**src/rtl/micro_sequencer.sv**
```systemverilog
// Microprogram sequencer: selects the next control-store address from the
// incrementer, branch input, loop counter or a return stack.
module micro_sequencer #(
  parameter int unsigned AW    = 12,
  parameter int unsigned DEPTH = 5
) (
  input  logic          clock,
  input  logic          reset_n,
  input  logic [2:0]    instr,
  input  logic          cond,
  input  logic [AW-1:0] d,
  input  logic          hold,
  output logic [AW-1:0] y,
  output logic          full,
  output logic          empty,
  output logic          err
);

  localparam int unsigned SPW = $clog2(DEPTH + 1);

  typedef enum logic [2:0] {
    I_JZ   = 3'd0,
    I_CJS  = 3'd1,
    I_JMAP = 3'd2,
    I_CJP  = 3'd3,
    I_PUSH = 3'd4,
    I_RFCT = 3'd5,
    I_CRTN = 3'd6,
    I_CONT = 3'd7
  } instr_e;

  logic [AW-1:0]  upc_q, upc_d;
  logic [AW-1:0]  cnt_q, cnt_d;
  logic [SPW-1:0] sp_q, sp_d;
  logic           err_q, err_d;
  logic [AW-1:0]  stack_q [DEPTH];
  logic [AW-1:0]  stack_d [DEPTH];

  logic [AW-1:0]  y_sel;
  logic [AW-1:0]  tos;
  logic           push;
  logic           pop;
  logic           clear;

  assign full  = (sp_q == SPW'(DEPTH));
  assign empty = (sp_q == '0);
  assign err   = err_q;
  // Reset state alone would not zero y for branch-to-d instructions.
  assign y     = reset_n ? y_sel : '0;

  // Top of stack; zero when the stack is empty.
  always_comb begin
    tos = '0;
    for (int i = 0; i < int'(DEPTH); i++) begin
      if (sp_q == SPW'(i + 1)) tos = stack_q[i];
    end
  end

  // Instruction decode: address select and stack/counter effects.
  always_comb begin
    y_sel = upc_q;
    push  = 1'b0;
    pop   = 1'b0;
    clear = 1'b0;
    cnt_d = cnt_q;
    case (instr_e'(instr))
      I_JZ:   begin y_sel = '0; clear = 1'b1; end
      I_CJS:  if (cond) begin y_sel = d; push = 1'b1; end
      I_JMAP: y_sel = d;
      I_CJP:  if (cond) y_sel = d;
      I_PUSH: begin
        push = 1'b1;
        if (cond) cnt_d = d;
      end
      I_RFCT: begin
        if (cnt_q != '0) begin
          y_sel = tos;
          cnt_d = cnt_q - AW'(1);
        end else begin
          pop = 1'b1;
        end
      end
      I_CRTN: if (cond) begin y_sel = tos; pop = 1'b1; end
      I_CONT: y_sel = upc_q;
      default: y_sel = upc_q;
    endcase
  end

  // Next-state for upc, stack pointer, stack contents and error flag.
  always_comb begin
    upc_d   = upc_q;
    sp_d    = sp_q;
    err_d   = err_q;
    stack_d = stack_q;
    if (!hold) begin
      upc_d = y_sel + AW'(1);
      if (clear) begin
        sp_d  = '0;
        err_d = 1'b0;
      end else if (push) begin
        if (full) begin
          err_d = 1'b1;
        end else begin
          for (int i = 0; i < int'(DEPTH); i++) begin
            if (sp_q == SPW'(i)) stack_d[i] = upc_q;
          end
          sp_d = sp_q + SPW'(1);
        end
      end else if (pop) begin
        if (empty) err_d = 1'b1;
        else       sp_d  = sp_q - SPW'(1);
      end
    end
  end

  // State registers; hold also freezes the loop counter.
  always_ff @(posedge clock or negedge reset_n) begin
    if (!reset_n) begin
      upc_q <= '0;
      cnt_q <= '0;
      sp_q  <= '0;
      err_q <= 1'b0;
      for (int i = 0; i < int'(DEPTH); i++) stack_q[i] <= '0;
    end else begin
      upc_q   <= upc_d;
      sp_q    <= sp_d;
      err_q   <= err_d;
      stack_q <= stack_d;
      if (!hold) cnt_q <= cnt_d;
    end
  end

endmodule

```
**config.mk**
```make
export PLATFORM = sky130hd
export DESIGN_NAME = micro_sequencer
export DESIGN_NICKNAME = d
export VERILOG_FILES = /design/src/rtl/micro_sequencer.sv
export SDC_FILE = /design/constraint.sdc
export NUM_CORES = 1
export LEC_CHECK = 0
export CORE_MARGIN = 2
export CORE_UTILIZATION = 40
export CTS_CLUSTER_DIAMETER = 120
export DETAILED_ROUTE_END_ITERATION = 8
export PLACE_DENSITY = 0.56
export SKIP_LAST_GASP = 1
export SLEW_MARGIN = 20
export SYNTH_ARGS = -nofsm -noshare
export SYNTH_HDL_FRONTEND = slang
export SYNTH_SLANG_ARGS = --single-unit
```
**constraint.sdc**
```tcl
create_clock -name clock -period 3.6 [get_ports clock]
set_clock_uncertainty 0.05 [all_clocks]
set_input_delay 0.36 -clock clock [delete_from_list [all_inputs] [get_ports clock]]
set_output_delay 0.36 -clock clock [all_outputs]
set_load 0.05 [all_outputs]
```
==> flow_summary.yaml <==
status:
  status: "completed"
timing:
  max_slew_margin: 0.4747
  worst_slack_ps: 78.17
  holdWs_ps: 429.6
  setup_violations: 0
  worst_pin_slew_ps: 786.4
  hold_viol: 0
  finalCritPeriodShare: 0.9783
  finalCriticalPeriod_ps: 3522
  slew_viol_final: 0
  fmax_ghz: 0.2839
  rsz0062_at_grt: "true"
placement:
  placed_area_mm2: 0.005700
  preCtsSetupSlack_ps: 138.1
  gp_congestion: 0.8858
  hpwl_um: 9938
  io_buffer_count: 33
drt:
  dr.pass1.iters: 6
  vias_per_cell: 5.703
  vias: 4237
  routed_wirelength_um: 13940
  drc_errors: 0
  antenna_left: 0
  drtIter0Drc: 324
  wl_per_cell_um: 18.77
setup_path:
  r2r_setup_slack_ps: 240
  worstSetupPathType: "reg -> out"
  r2r-end: "upc_q[6]"
  end_kind: "primary output"
  path_cells: "or4_4 > or4_4 > a21o_4 > buf_6 > a221oi_2 > nor2b_1 > buf_4"
  crit_path_frequent_cell: "or4_4"
  max_stage_delay_ps: 580
  start_kind: "flop"
  cp_slowest_cell: "or4_4"
  cp_data_arrival_time_ps: 3110
  path_max_fanout: 10
  timing.rr.start: "cnt_q[7]"
  required_ps: 3190
  ff2ff_path_depth: 11
yosys:
  synth-edff-count: 0
  syn_nets: 552
  async_flop_share: 1.000
  ys_ff_latch: 88
  seq_area_frac_synth: 0.4318
  syn_area_mm2: 0.005100
  synth_top_flop_cell: "dfrtp_1"
  syn_inst: 525
  ys_warn_count: 0
  yosysUniqueCellTypes: 57
  synth_area_per_cell_um2: 9.714
floorplanning:
  initial_core_util: 0.4074
  core_mm2: 0.01252
  rows: 41
  die_w_um: 116.9
  die-area_mm2: 0.01367
  ios: 34
  die_h_um: 116.9
cts:
  cts_made_buffers: 9
  cts.clk_slew.worst_paths_ps: 70
  cts_root_buf: "clkbuf_16"
  clkLatencyLatePin_ps: 350
  cts_tree: "done"
  cts_sinks: 88
  htreeDepth: 3
  cts_buffer_depth: 2
power:
  p_leak_uw: 0.002649
  powerDensity_mw_per_mm2: 726.8
  peakVddDrop_mv: 0.3419
final_layout:
  antenna_cells: 0
  area_growth_pct: 19.50
  nets: 593
  drive_gt1_frac: 0.2312
  design_area_mm2: 0.006095
  final_util: 0.4869
worst_hold_path:
  min_path_type: "reg -> reg"
  hold_depth: 2
  hold_end: "stack_q[20]"
  hp-start: "stack_q[20]"
job:
  cap_violations: 0
global_routing:
  grt_start_max_net_pins: 60
  overflow: 0
  grt_pass1_wl_um: 22450
  grt_pass1_vias: 4066
  antenna_found_initial: 0
  grtUsageTotal: 0.2155
flip-flops by register name (all words and copies together) (netlist names):
signal	cells
stack_q	60
cnt_q	12
upc_q	12
sp_q	3
err	1
cell usage after synthesis, types with 11 or more instances:
cell | n | area share
and2_1 | 13 | 0.016
nor2b_1 | 17 | 0.021
inv_1 | 16 | 0.012
nand2_1 | 51 | 0.038
clkbuf_1 | 29 | 0.021
nor2_1 | 25 | 0.018
nor3_1 | 13 | 0.013
a22oi_1 | 11 | 0.016
nand3b_1 | 16 | 0.024
o21ai_0 | 34 | 0.033
nand2b_1 | 14 | 0.017
a21oi_1 | 28 | 0.027
dfrtp_1 | 88 | 0.43
mux2_2 | 51 | 0.11
o31ai_1 | 12 | 0.018
where the power goes:
group | total [µW] | switching (µW) | internal, µW
combinational | 1850 | 1030 | 821
sequential | 1620 | 269 | 1350
clock | 959 | 415 | 544
total | 4430 | 1720 | 2710
metrics by stage:
| step | TNS (ps) | power (µW) | std cells |
|---|---|---|---|
| floorplan | 0 | 2807 | 525 |
| global placement | 0 | 3414 | 720 |
| detailed placement | 0 | 3447 | 720 |
| CTS | -1.086 | 4424 | 737 |
| global route | -5.103 | 4725 | 743 |
| finish | 0 | 4429 | 743 |
repair_timing:
action	CTS	global route
buffers inserted	0	6
resized for setup	2	8
endpoints found under the setup margin	2	10
hold endpoints to repair	29	0
hold buffers	1	0
pin swaps	0	5
metal layers:
| metal | vias to the layer above | part of all wire | track usage |
|---|---|---|---|
| met5 | - | 0 | 0 |
| met4 | 0 | 0.024 | 0.07765 |
| met3 | 22 | 0.045 | 0.04480 |
| met2 | 114 | 0.47 | 0.3349 |
| met1 | 2097 | 0.46 | 0.2991 |
| li1 | 2004 | - | - |
final cells by class:
| class | instances | area [µm²] |
|---|---|---|
| Clock inverter | 7 | 76.32 |
| Clock buffer | 9 | 225.2 |
| Multi-Input combinational cell | 385 | 2709 |
| Fill cell | 1214 | 6422 |
| Tap cell | 172 | 215.2 |
| Sequential cell | 88 | 2206 |
| Timing Repair Buffer | 66 | 603.1 |
| Inverter | 16 | 60.06 |
worst max-delay path: cells and delay by family, from the launching register on:
kind                   cells  cell delay [ps]
AND/OR/NAND/NOR            3             1220
flip-flops                 1              440
buffers and inverters      2              350
AO/OA/AOI/OAI              2              750
cell usage in the layout (no fill, tap or decap), types with 6 or more instances in the layout:
master	n
a21oi_1	28
a222oi_1	9
a22oi_1	11
and2_1	13
buf_4	38
clkbuf_16	9
clkdlybuf4s50_1	20
dfrtp_1	85
ha_1	7
inv_1	16
mux2_2	51
nand2_1	51
nand2b_1	14
nand3_1	7
nand3b_1	16
nor2_1	25
nor2b_1	17
nor3_1	13
o21ai_0	34
o2bb2ai_1	6
o31ai_1	12
logic make-up after synthesis:
group | after synthesis | share of synthesized area
and+or+nand+nor | 183 | 0.1973
AOI/OAI and AO/OA | 140 | 0.1906
DFF | 88 | 0.4318
buffers and inverters | 52 | 0.04269
muxes | 52 | 0.1146
adders and majority gates | 8 | 0.01963
xor gates and xnor gates | 2 | 0.003435
worst max-delay path by stage:
| stage | start | to | cells past startpoint |
|---|---|---|---|
| floorplan | cnt_q[5] | upc_q[8] | 11 |
| detailed placement | instr[0] | upc_q[10] | 10 |
| global placement | instr[0] | upc_q[8] | 8 |
| finish | cnt_q[7] | y[7] | 7 |
| global route | cnt_q[7] | y[2] | 7 |
| CTS | cnt_q[5] | y[5] | 8 |
Note: power is estimated with default switching activity, not from simulation.
